## config.mk

```make
export PLATFORM = sky130hd
export DESIGN_NAME = seq_mul
export DESIGN_NICKNAME = d
export VERILOG_FILES = /design/src/rtl/seq_mul.sv
export SDC_FILE = /design/constraint.sdc
export NUM_CORES = 1
export LEC_CHECK = 0
export CAP_MARGIN = 20
export CORE_MARGIN = 2
export CORE_UTILIZATION = 31
export CTS_CLUSTER_DIAMETER = 40
export DETAILED_ROUTE_END_ITERATION = 8
export PLACE_DENSITY = 0.55
export SYNTH_ARGS = -nofsm -noshare
export SYNTH_HDL_FRONTEND = slang
export SYNTH_SLANG_ARGS = --single-unit
```

## constraint.sdc

```tcl
create_clock -name clk -period 4.99 [get_ports clk]
set_input_delay 1.2475 -clock clk [delete_from_list [all_inputs] [get_ports clk]]
set_output_delay 1.2475 -clock clk [all_outputs]
set_load 0.005 [all_outputs]
```

## src/rtl/seq_mul.sv

```systemverilog
// Sequential shift-add multiplier: WIDTH x WIDTH -> 2*WIDTH product, unsigned or two's complement.
// Latency: result valid WIDTH+1 edges after the accept edge; one operation in flight at a time.
// Backpressure: holds the result in DONE until out_ready (or abort); in_ready is low while not IDLE.
//
// Ports:
//   clk, rst          clock (rising edge), asynchronous active-high reset
//   in_valid/in_ready operand handshake; a, b, signed_mode sampled on the accept edge
//   abort             synchronous cancel (drops an in-flight op or a pending result)
//   out_valid/out_ready result handshake; p holds the product, retained after consumption
//   busy              high while iterating or applying the sign
module seq_mul #(
    parameter int WIDTH = 8,
    localparam int CNT_W = $clog2(WIDTH + 1)
) (
    input  logic               clk,
    input  logic               rst,
    input  logic               in_valid,
    output logic               in_ready,
    input  logic [WIDTH-1:0]   a,
    input  logic [WIDTH-1:0]   b,
    input  logic               signed_mode,
    input  logic               abort,
    output logic               out_valid,
    input  logic               out_ready,
    output logic [2*WIDTH-1:0] p,
    output logic               busy
);

    localparam int PW = 2 * WIDTH;
    localparam logic [CNT_W-1:0] CNT_LAST = CNT_W'(WIDTH - 1);

    typedef enum logic [1:0] {
        IDLE = 2'd0,
        CALC = 2'd1,
        SIGN = 2'd2,
        DONE = 2'd3
    } state_t;

    state_t            state_q;
    logic [WIDTH-1:0]  mcand_q;
    logic [WIDTH-1:0]  mplier_q;
    logic [PW-1:0]     acc_q;
    logic              neg_q;
    logic [CNT_W-1:0]  cnt_q;
    logic [PW-1:0]     p_q;
    logic              out_valid_q;
    logic              busy_q;
    logic              in_ready_q;

    // Next-state helpers for the datapath
    logic [WIDTH-1:0]  a_mag_d;
    logic [WIDTH-1:0]  b_mag_d;
    logic              neg_d;
    logic [PW-1:0]     addend_d;
    logic [PW-1:0]     acc_d;
    logic [PW-1:0]     p_d;

    // Magnitudes: the most negative operand negates to 2^(WIDTH-1), which is
    // exactly representable as an unsigned WIDTH-bit value.
    always_comb begin
        a_mag_d = (signed_mode && a[WIDTH-1]) ? WIDTH'(-a) : a;
        b_mag_d = (signed_mode && b[WIDTH-1]) ? WIDTH'(-b) : b;
        neg_d   = signed_mode & (a[WIDTH-1] ^ b[WIDTH-1]);
    end

    // Partial product for the current multiplier bit, weighted by the iteration index.
    always_comb begin
        addend_d = {{WIDTH{1'b0}}, mcand_q} << cnt_q;
        acc_d    = mplier_q[0] ? (acc_q + addend_d) : acc_q;
        // Negating a zero accumulator yields zero, so no negative-zero case exists.
        p_d      = neg_q ? PW'(-acc_q) : acc_q;
    end

    always_ff @(posedge clk or posedge rst) begin
        if (rst) begin
            state_q     <= IDLE;
            mcand_q     <= '0;
            mplier_q    <= '0;
            acc_q       <= '0;
            neg_q       <= 1'b0;
            cnt_q       <= '0;
            p_q         <= '0;
            out_valid_q <= 1'b0;
            busy_q      <= 1'b0;
            in_ready_q  <= 1'b1;
        end else begin
            case (state_q)
                IDLE: begin
                    // abort blocks acceptance of operands presented on the same edge
                    if (in_valid && !abort) begin
                        mcand_q    <= a_mag_d;
                        mplier_q   <= b_mag_d;
                        neg_q      <= neg_d;
                        acc_q      <= '0;
                        cnt_q      <= '0;
                        busy_q     <= 1'b1;
                        in_ready_q <= 1'b0;
                        state_q    <= CALC;
                    end
                end
                CALC: begin
                    if (abort) begin
                        busy_q     <= 1'b0;
                        in_ready_q <= 1'b1;
                        state_q    <= IDLE;
                    end else begin
                        acc_q    <= acc_d;
                        mplier_q <= mplier_q >> 1;
                        cnt_q    <= cnt_q + CNT_W'(1);
                        if (cnt_q == CNT_LAST) begin
                            state_q <= SIGN;
                        end
                    end
                end
                SIGN: begin
                    busy_q <= 1'b0;
                    if (abort) begin
                        in_ready_q <= 1'b1;
                        state_q    <= IDLE;
                    end else begin
                        p_q         <= p_d;
                        out_valid_q <= 1'b1;
                        state_q     <= DONE;
                    end
                end
                DONE: begin
                    // abort here simply discards the pending result
                    if (out_ready || abort) begin
                        out_valid_q <= 1'b0;
                        in_ready_q  <= 1'b1;
                        state_q     <= IDLE;
                    end
                end
                default: begin
                    out_valid_q <= 1'b0;
                    busy_q      <= 1'b0;
                    in_ready_q  <= 1'b1;
                    state_q     <= IDLE;
                end
            endcase
        end
    end

    assign in_ready  = in_ready_q;
    assign out_valid = out_valid_q;
    assign p         = p_q;
    assign busy      = busy_q;

endmodule

```

==> summary by stage, run 1 <==
Status
The flow ran to the end, and the final reports show no timing, DRC or antenna violations.

Worst setup path
The highest net fanout along the worst path is 17. The arrival time of data at the critical path endpoint is 3.80 ns. For the worst setup path, the data required time is 5.24 ns. The critical path is of the reg2reg type. The kind of end point of the critical path is a flip-flop. The worst setup path is launched from a flip-flop.

Synth
The synthesized netlist contains 52 unique library cells. Counting instances in the post-synthesis netlist gives the leading cell types as 72 x nand2_1, 57 x dfrtp_1, 53 x o21ai_0, 34 x a21oi_1, 32 x nor2_1. For this run, the register share of the synthesized area comes to 36.1%. The share of synthesized registers carrying an async set or reset is 100%. Yosys attributes the largest share of cell area to dfrtp_1 35%, ha_1 7.2%, nand2_1 6.7%. The library cell with the highest instance count after synthesis is nand2_1. The cell type with the highest aggregate area in the netlist is dfrtp_1. In the synthesized netlist the dominant register cell turns out to be dfrtp_1.

The number of instances in the synthesized netlist is 473. The number of nets in the synthesized netlist is 519. Yosys printed 0 warnings. The synthesized area divided by synthesized cell count is 8.51 µm². The netlist area before placement is 4020 µm². The area fraction of the dominant cell type after synthesis is 35.4%.

In this run, synthesis inferred 0 flip-flops with an integrated enable. After synthesis the netlist holds a flip-flop and latch count of 58.

Drt
The final layout contains routed wiring with a total length of 9090 µm. The number of DRC violations after detailed routing is 0. After detailed routing, the number of vias per cell comes to 5.03. The first routing iteration left 207 violations. In this run the remaining antenna-violating nets after routing total 0. The total via count after detailed routing is 3409. The number of iterations in the first detailed-routing pass is 5. After detailed routing, the average wire length per cell comes to 13.4 µm.

Job
Across the run, the number of max-cap violations was 0.

Hold path
The path class of the lowest-slack min-delay path is reg2reg.

Timing
For this run, the top clock speed supported by timing is 281 MHz. Adding up every negative setup slack in the final design gives 0 ns. The number of pins with negative max-slew slack in the final report was 0. For the pin with the worst max-slew slack, the measured transition is 0.876 ns. The final hold violation count was 0. Setup repair after global routing left no endpoint under its margin. The share of the clock period used by the worst path after layout is 71.3%. Counting I/O delays and the setup requirement, the final critical path takes 3.56 ns. The worst hold margin is 0.476 ns.

Setup violations remaining at the end of the flow were counted as 0. Headroom to the max-slew limit came out at 41.5%. The final worst clock skew is 0.00483 ns.

Clocking
For the worst-skew pair, the clock arrives at the later sink with an insertion delay of 0.33 ns. The register clock-pin slew on the reported worst setup and hold paths is 0.05 ns. TritonCTS built the clock tree.

The clock root buffer master is clkbuf_16. The total number of H-tree levels is 3. The number of buffers created by CTS is 9.

The total number of clock tree sinks is 58. The post-CTS resize count is 0. The clock passes through at most 2 buffers. The number of post-CTS setup repair buffers is 0. Buffers inserted to repair hold after CTS numbered 0.

Floorplanning
The initial core utilization is 31.8%. The floorplan die height is 118 µm. 41 I/O pins were placed. The die covers 13900 µm².

Row generation in the floorplan step produced 41 rows. The floorplan step defined a core boundary enclosing 12700 µm². The die is 118 µm wide.

Finish
The area added between synthesis and finish is 20.6%. 0 antenna diodes ended up in the layout. The net count of the finished layout is 547.

The fraction of final layout cells with drive strength greater than 1 is 5.34%. Fill cells in the final layout number 1314. After routing the design area is 4850 µm².

Pwr
The worst ir drop on vdd is 0.221 mV. Summing internal, switching and leakage power gives 2.99 mW. For this design the ratio of total power to cell area is 616 nW/µm².

Summed over all cells, the static leakage comes to 2.19 nW.

Placement
The quantity of I/O buffers inserted on ports is 40. The HPWL after detailed placement is 6900 µm. In this run the cell area measured after placement is 4550 µm². At the end of routability-driven placement, the weighted congestion stood at 0.852.

Global route
The pin count of the biggest net entering global routing is 35. The global-route wire length before repair is 15800 µm. The number of global-route vias before repair is 3250. The number of antenna violations at the first check in global routing was 0. For this run the aggregate overflow at the end of global routing stands at 0.

Global routing used 13.9% of the available tracks.
## cell families (layout without fill, tap and decap cells)
kind of cell               count (synthesis)  in the layout  synth area share (%)
AOI/OAI and AO/OA                        143            143                  22.1
xor gates and xnor gates                  34             34                  7.40
adders and majority gates                 24             24                  7.65
buffers and inverters                     42             75                  4.14
DFF                                       58             58                  36.1
muxes                                     19             19                  5.13
and+or+nand+nor                          153            153                  17.5
## registers in the layout, summed over array words and instances (netlist names)
signal,count
cnt_q,4
busy,1
in_ready,1
acc_q,16
mcand_q,8
state_q,2
mplier_q,8
out_valid,1
p,16
neg_q,1
## final timing paths
path,from,endpoint,slack [ns],depth (start not counted)
setup / recovery,cnt_q[0]$_DFFE_PP0P_,acc_q[15]$_DFFE_PP0P_,1.43,14
hold / removal,p[6]$_DFFE_PP0P_,p[6]$_DFFE_PP0P_,0.48,2
setup reg to reg,cnt_q[0]$_DFFE_PP0P_,acc_q[15]$_DFFE_PP0P_,1.43,14
hold reg to reg,p[6]$_DFFE_PP0P_,p[6]$_DFFE_PP0P_,0.48,2
max in group asynchronous,rst,in_ready$_DFFE_PP1P_,2.83,3
min in group asynchronous,rst,p[2]$_DFFE_PP0P_,1.32,2
## through the flow
step	setup WS, ns	cells	utilization (%)
CTS	1.45	678	38.3
global route	1.07	678	38.3
floorplan	1.85	473	-
global placement	1.50	662	35.9
finish	1.43	678	38.3
detailed placement	1.47	662	35.9
## layout by cell type, fill, tap and decap left out, types with 15 or more instances in the layout
master / synthesis / routed
mux2i_1: 15 / 15
inv_1: 18 / 17
a21oi_1: 34 / 34
dfrtp_1: 57 / 57
ha_1: 23 / 23
nor2_1: 32 / 32
xor2_1: 21 / 21
o21ai_0: 53 / 53
clkdlybuf4s50_1: 0 / 40
nand2_1: 72 / 72
a22o_1: 15 / 15
## critical path, cell delays in order (launching register included)
cell	delay [ns]
dfrtp_1	0.76
mux2_2	0.42
nor2_1	0.09
a21oi_1	0.07
nand2_1	0.10
o21ai_0	0.10
nor2b_1	0.18
ha_1	0.37
a21oi_1	0.14
o21ai_0	0.17
nand2b_1	0.18
o21ai_0	0.25
a21oi_1	0.12
or3b_1	0.37
o211ai_1	0.15
## per-layer routing
layer,part of all wire [%],global-route usage [%],wire length [µm],up-vias
met3,3.9,3.00,351,9
met5,0,0,0,-
li1,-,-,-,1752
met2,45,22.0,4120,54
met4,1.4,4.74,127,0
met1,49,18.6,4490,1594
## layout make-up
cell class	instances	area, µm²	area share [%]
Clock buffer	11	253	5.21
Clock inverter	5	52.6	1.08
Inverter	18	67.6	1.39
Multi-Input combinational cell	373	2400	49.5
Sequential cell	58	1450	29.9
Tap cell	172	215	4.43
Timing Repair Buffer	41	408	8.40
## power by group
part | total (mW) | leakage (nW) | internal (mW) | switching (mW)
clock network | 0.626 | 0.151 | 0.410 | 0.216
registers | 0.888 | 0.758 | 0.648 | 0.241
logic | 1.47 | 1.28 | 0.684 | 0.791
total | 2.99 | 2.19 | 1.74 | 1.25
No activity file was read; power rests on OpenSTA's default activity.
==> run 2, diff against run 1 <==
- clock period: 4.99 -> 3.6 ns (I/O delays scaled with it)
==> summary by stage, run 2 (same netlist as run 1, synthesis figures left out) <==
Finish
The final cell count without fillers is 686 (+1.2%). The library cells used most frequently in the layout, excluding fill and tap cells, are 72 x nand2_1, 56 x dfrtp_1, 53 x o21ai_0. The number of fill cells in the layout is 1308 (-0.46%). The area of the multi-input gates is 2400 µm² (unchanged). Leaving out fill and tap cells, the most frequent cell in the layout is nand2_1. The final instance area is 4910 µm² (+1.1%). The layout net count is 555 (+1.5%). The sequential standard cell area is 1450 µm² (about the same). The area growth from synthesis to layout is 22.0%. The number of inserted diodes is 0 (unchanged). The fraction of final layout cells with drive strength greater than 1 was 6.42% (+1.1 points).

Clocking
The total number of H-tree levels was 3 (unchanged). The register clock-pin slew on the reported worst setup and hold paths is 0.05 ns (about the same). The number of buffers created by CTS came to 9 (unchanged). The number of hold buffers added after CTS is 0 (unchanged). The insertion delay of the later-clocked pin in the worst-skew pair came to 0.33 ns (about the same).

TritonCTS built the clock tree. The total number of clock tree sinks is 58 (unchanged). Clock tree synthesis selected as its root buffer the cell clkbuf_16. The maximum buffer depth of the clock tree is 2 (unchanged).

Timing
The number of pins with negative max-slew slack in the final report was 0 (unchanged). The share of the clock period used by the worst path after layout is 89.1% (+18 points). The final hold violation count came to 0 (unchanged). The highest attainable clock frequency is 312 MHz (+11%).

Setup repair after global routing left no endpoint under its margin. The final worst clock skew is 0.00463 ns (-0.000196 ns). The shortest period the worst path allows is 3.21 ns (-0.351 ns). The setup TNS was 0 ns (unchanged).

The relative slew slack is 59.2% (+18 points). The transition time at the pin with the least slew margin is 0.610 ns (-0.266 ns). The count of final setup violators is 0 (unchanged).

Global route
The number of antenna violations at the first check in global routing is 0 (unchanged). The combined global-route utilization of all metal layers came to 14.0% (+0.11 points). The met3 capacity usage during global routing is 3.15% (+0.15 points). The global-route wire length before repair came to 16000 µm (+1.2%). The total overflow reported by the global router came to 0 (unchanged). The number of global-route vias before repair is 3304 (+1.7%). The met1 demand-to-capacity share in global routing is 18.7% (+0.062 points). The met2 layer usage reported by global route is 22.3% (+0.29 points). The most utilized layer in the global route result is met2. The pin count of the biggest net entering global routing came to 35 (unchanged).

Worst setup path
The classification of the worst setup path is reg2reg. The worst-case reg-to-reg path depth is 12 (-2). The worst setup path is captured at a flip-flop.

The slowest stage of the critical path belongs to the cell dfrtp_1. The critical path depth is 12 (-2). The arrival time of data at the critical path endpoint is 3.42 ns (-0.38 ns).

The largest stage delay on the critical path is 0.57 ns (-0.19 ns). On the critical path the largest part of the delay comes from compound AO/OA/AOI/OAI gates. The critical register-to-register path startpoint is cnt_q[1]$_DFFE_PP0P_. The setup slack on the worst flop-to-flop path is 0.39 ns (-1.04 ns). Walking the worst path, the cells encountered are nand2b_1 > nor3_1 > ha_1 > inv_1 > fa_1 > nand2b_1 > a21oi_1 > o21ai_0 > a21boi_0 > o41ai_1 > xnor2_1 > a22o_1. The capture point of the worst reg-to-reg path is acc_q[12]$_DFFE_PP0P_. The critical path buffer and inverter count is 1 (+1).

The required time reported for the critical path endpoint came to 3.81 ns (-1.43 ns). In this run the worst setup path begins at cnt_q[1]$_DFFE_PP0P_. The highest net fanout along the worst path is 18 (+1). The most numerous cell on the critical path is nand2b_1. The worst setup path is launched from a flip-flop.

Hold path
The worst hold path stage count is 2 (unchanged). The worst-case hold path end point is p[14]$_DFFE_PP0P_. The path class of the lowest-slack min-delay path is reg2reg. In this run the most critical hold path is launched from p[14]$_DFFE_PP0P_.

Job
The total of max-cap violations was 0 (unchanged).

Floorplanning
The initial core utilization is 31.8% (unchanged). The core region area is 12700 µm² (unchanged). The row count is 41 (unchanged). The number of top-level design ports is 41 (unchanged). The floorplan die height is 118 µm (unchanged). The overall die width was 118 µm (unchanged).

The area enclosed by the die boundary came to 13900 µm² (unchanged).

Status
The flow ran to the end, and the final reports show no timing, DRC or antenna violations.

Placement
The quantity of I/O buffers inserted on ports is 40 (unchanged). The half-perimeter wire length after placement was 7020 µm (+1.7%). The final weighted congestion in routability-driven placement is 0.838 (-1.6%). The placed cell count is 670 (+1.2%). The placed cell area was 4610 µm² (+1.3%).

Drt
The count of routing violations after the opening detailed-route iteration came to 153 (-26%). The total detailed-routing wirelength came to 8980 µm (-1.2%). The number of DRC violations after detailed routing is 0 (unchanged).

The total via count after detailed routing is 3421 (+0.35%). The number of iterations in the first detailed-routing pass is 4 (-1). The final antenna-violating net count is 0 (unchanged). The detail-routed net length per standard cell came to 13.1 µm (-2.3%). The routed via count divided by cell count is 4.99 (-0.82%).

Pwr
The total power divided by cell area is 847 nW/µm² (+37%). The total leakage power is 2.22 nW (+1.5%). The worst ir drop on vdd is 0.302 mV (+37%).
-- run 2: cell types whose count changed in the layout (fill, tap and decap cells not counted) --
| cell | change |
|---|---|
| clkbuf_1 | +3 |
| clkinvlp_4 | -1 |
| clkinv_2 | -2 |
| dfrtp_2 | +1 |
| dfrtp_1 | -1 |
| buf_4 | +8 |
-- run 2: layout make-up --
class	instances	area share [%]
clock inverters	2	0.714
repair buffers	49	9.53
clock buffers	14	5.38
inverters	18	1.38
flip-flops and latches	58	29.6
multi-input cells	373	49.0
well taps	172	4.38
-- run 2: power breakdown --
group / total [mW] / internal (mW) / switching (mW)
logic: 2.11 / 0.978 / 1.13
registers: 1.20 / 0.900 / 0.296
clock network: 0.853 / 0.572 / 0.281
-- run 2: worst max-delay path by stage --
stage and to:
4_1_cts acc_q[15]$_DFFE_PP0P_, 3_5_place_dp acc_q[15]$_DFFE_PP0P_, 2_1_floorplan acc_q[15]$_DFFE_PP0P_, 6_report acc_q[12]$_DFFE_PP0P_, 3_3_place_gp acc_q[15]$_DFFE_PP0P_, 5_1_grt acc_q[12]$_DFFE_PP0P_
-- run 2: stage by stage --
| stage | setup slack (ns) | power, mW | utilization, % | hold slack [ns] |
|---|---|---|---|---|
| after floorplan | 0.461 | 2.72 | - | 0.450 |
| after global placement | 0.296 | 3.29 | 36.4 | 0.462 |
| after detailed placement | 0.276 | 3.32 | 36.4 | 0.470 |
| after CTS | 0.267 | 4.19 | 38.7 | 0.481 |
| after global routing | 0.117 | 4.55 | 38.7 | 0.509 |
| final | 0.392 | 4.16 | 38.7 | 0.473 |
-- run 2: worst reg2reg max path, cell delays in order, from the launching register on --
cell	delay [ns]
dfrtp_1	0.57
nand2b_1	0.30
nor3_1	0.24
ha_1	0.23
inv_1	0.06
fa_1	0.37
nand2b_1	0.20
a21oi_1	0.18
o21ai_0	0.16
a21boi_0	0.32
o41ai_1	0.14
xnor2_1	0.13
a22o_1	0.20
-- run 2: layer usage --
metal	vias up	wire (µm)	share of wire, %
li1	1763	-	-
met1	1577	4380	49
met4	0	129	1.4
met2	69	4140	46
met5	-	0	0
met3	12	332	3.7
-- run 2: timing repair --
action,4_1_cts,5_1_grt
buffers inserted,0,0
endpoints found under the hold margin,0,0
endpoints found under the setup margin,0,2
gates resized for setup,0,1
==> run 3, diff against run 2 <==
- CELL_PAD_IN_SITES_DETAIL_PLACEMENT: not set -> 0
- CELL_PAD_IN_SITES_GLOBAL_PLACEMENT: not set -> 1
- CTS_CLUSTER_SIZE: not set -> 8
- PLACE_DENSITY: 0.55 -> 0.67
==> summary by stage, run 3 (same netlist as run 1, synthesis figures left out) <==
Status
The run finished with clean final reports.

Drt
The count of routing violations after the opening detailed-route iteration is 278 (+82%). The routed via count divided by cell count came to 5.04 (+1.1%). The number of DRC violations after detailed routing is 0 (unchanged). The total detailed-routing wirelength came to 9410 µm (+4.7%). The total via count after detailed routing came to 3448 (+0.79%).

The final antenna-violating net count was 0 (unchanged). The number of iterations in the first detailed-routing pass is 4 (unchanged). The detail-routed net length per standard cell was 13.8 µm (+5.0%).

Pwr
The total power after layout was 4.32 mW (+3.9%). The worst ir drop on vdd was 0.242 mV (-20%). The total leakage power is 2.24 nW (+0.96%). The total power divided by cell area is 869 nW/µm² (+2.6%).

Worst setup path
The largest stage delay on the critical path came to 0.79 ns (+0.22 ns). Traced cell by cell, the critical path runs through mux2_2 > nor3_1 > ha_1 > o21ai_0 > a21oi_1 > o21ai_0 > a21boi_0 > o21a_1 > or3_1 > a32o_1. The required time reported for the critical path endpoint is 3.82 ns (about the same). The largest individual stage delay along the critical path comes from the cell dfrtp_1.

The worst-case reg-to-reg path depth is 10 (-2). The startpoint class of the critical path is a flip-flop. The kind of end point of the critical path is a flip-flop. The classification of the worst setup path is reg2reg. The capture point of the worst reg-to-reg path is acc_q[8]$_DFFE_PP0P_. The critical register-to-register path startpoint is cnt_q[1]$_DFFE_PP0P_. The most numerous cell on the critical path is o21ai_0.

The highest net fanout along the worst path is 23 (+5). The kind of cell adding the most delay to the critical path is compound AO/OA/AOI/OAI gates. The arrival time of data at the critical path endpoint is 3.58 ns (+0.16 ns). The setup slack on the worst flop-to-flop path is 0.24 ns (-0.15 ns).

The critical path buffer and inverter count is 0 (-1).

Floorplanning
The number of top-level design ports is 41 (unchanged). The area enclosed by the die boundary is 13900 µm² (unchanged). The row count is 41 (unchanged).

The overall die width is 118 µm (unchanged). The core region area is 12700 µm² (unchanged). The initial core utilization came to 31.8% (unchanged). The floorplan die height is 118 µm (unchanged).

Finish
The fraction of final layout cells with drive strength greater than 1 is 6.25% (-0.17 points). The layout net count is 553 (-0.36%). The top cell types in the final layout, fill and taps aside, are 72 x nand2_1, 57 x dfrtp_1, 53 x o21ai_0. The area added between synthesis and finish is 23.4%.

The number of inserted diodes is 0 (unchanged). The final cell count without fillers is 684 (-0.29%). The number of fill cells in the layout is 1328 (+1.5%).

The final core utilization came to 39.2% (+0.46 points). The final instance area came to 4970 µm² (+1.2%). Leaving out fill and tap cells, the most frequent cell in the layout is nand2_1.

Timing
The setup TNS is 0 ns (unchanged). Setup repair after global routing left no endpoint under its margin. The final hold violation count is 0 (unchanged).

The relative slew slack is 53.4% (-5.8 points). The number of pins with negative max-slew slack in the final report is 0 (unchanged). The share of the clock period used by the worst path after layout is 93.4% (+4.3 points). The shortest period the worst path allows is 3.36 ns (+0.154 ns).

The highest attainable clock frequency is 298 MHz (-4.6%). The count of final setup violators is 0 (unchanged). The transition time at the pin with the least slew margin is 0.699 ns (+0.0892 ns).

The final worst clock skew is 0.00428 ns (-0.000350 ns).

Global route
The combined global-route utilization of all metal layers is 14.7% (+0.76 points). The number of global-route vias before repair was 3391 (+2.6%). The global-route wire length before repair is 16600 µm (+4.1%). The pin count of the biggest net entering global routing is 45 (+29%).

The total overflow reported by the global router is 0 (unchanged). The number of antenna violations at the first check in global routing came to 0 (unchanged).

Clocking
The total number of H-tree levels is 3 (unchanged). The number of hold buffers added after CTS is 0 (unchanged). TritonCTS built the clock tree.

The number of post-CTS setup repair buffers was 0 (unchanged). The post-CTS resize count is 0 (unchanged). The register clock-pin slew on the reported worst setup and hold paths is 0.05 ns (about the same). The insertion delay of the later-clocked pin in the worst-skew pair was 0.33 ns (about the same). The maximum buffer depth of the clock tree is 2 (unchanged). Clock tree synthesis selected as its root buffer the cell clkbuf_16. The number of buffers created by CTS was 9 (unchanged).

The total number of clock tree sinks is 58 (unchanged).

Placement
The half-perimeter wire length after placement is 7250 µm (+3.3%). The placed cell area came to 4590 µm² (-0.49%). The placed cell count was 667 (-0.45%). The final weighted congestion in routability-driven placement is 0.853 (+1.7%).

The quantity of I/O buffers inserted on ports is 40 (unchanged).

Hold path
The worst hold path stage count is 2 (unchanged). The min-delay analysis places its worst path in the category reg2reg. For hold timing, the worst endpoint is p[6]$_DFFE_PP0P_.

The startpoint identified for the worst hold timing path is p[6]$_DFFE_PP0P_.

Job
The total of max-cap violations is 0 (unchanged).
## run 3: cell type report
| class | instances | area (µm²) | share of cell area (%) |
|---|---|---|---|
| multi-input combinational | 373 | 2400 | 48.4 |
| sequential | 58 | 1450 | 29.2 |
| timing repair buffer | 47 | 473 | 9.52 |
| clock buffer | 12 | 256 | 5.16 |
| tap | 172 | 215 | 4.33 |
| clock inverter | 4 | 97.6 | 1.96 |
| inverter | 18 | 67.6 | 1.36 |
## run 3: worst max path at each step
stage	start	end	slack, ns	cells after the start
after CTS	cnt_q[1]$_DFFE_PP0P_	acc_q[8]$_DFFE_PP0P_	0.27	10
after detailed placement	cnt_q[1]$_DFFE_PP0P_	acc_q[8]$_DFFE_PP0P_	0.30	10
after global routing	cnt_q[1]$_DFFE_PP0P_	acc_q[8]$_DFFE_PP0P_	0.02	10
after global placement	cnt_q[1]$_DFFE_PP0P_	acc_q[8]$_DFFE_PP0P_	0.34	10
final	cnt_q[1]$_DFFE_PP0P_	acc_q[8]$_DFFE_PP0P_	0.24	10
after floorplan	cnt_q[0]$_DFFE_PP0P_	acc_q[15]$_DFFE_PP0P_	0.46	15
## run 3: power breakdown
part           leakage (nW)  internal, mW  switching (mW)
logic                  1.31         0.971            1.14
clock network         0.169         0.713           0.291
registers             0.758         0.899           0.298
total                  2.24          2.58            1.73
## run 3: worst reg2reg max path, stage by stage (launching register included)
cell	delay [ns]
dfrtp_1	0.79
mux2_2	0.43
nor3_1	0.20
ha_1	0.33
o21ai_0	0.20
a21oi_1	0.07
o21ai_0	0.29
a21boi_0	0.20
o21a_1	0.20
or3_1	0.30
a32o_1	0.24
## run 3: stage by stage
stage	setup slack, ns	hold WS [ns]
after global placement	0.344	0.461
after floorplan	0.461	0.450
after CTS	0.275	0.481
final	0.239	0.471
after detailed placement	0.305	0.469
after global routing	0.0164	0.501
## run 3: per-layer routing
metal,up-vias,routed length [µm],global-route usage (%)
li1,1761,-,-
met1,1611,4550,19.5
met2,65,4430,23.9
met3,11,295,3.39
met4,0,135,4.59
met5,-,0,0
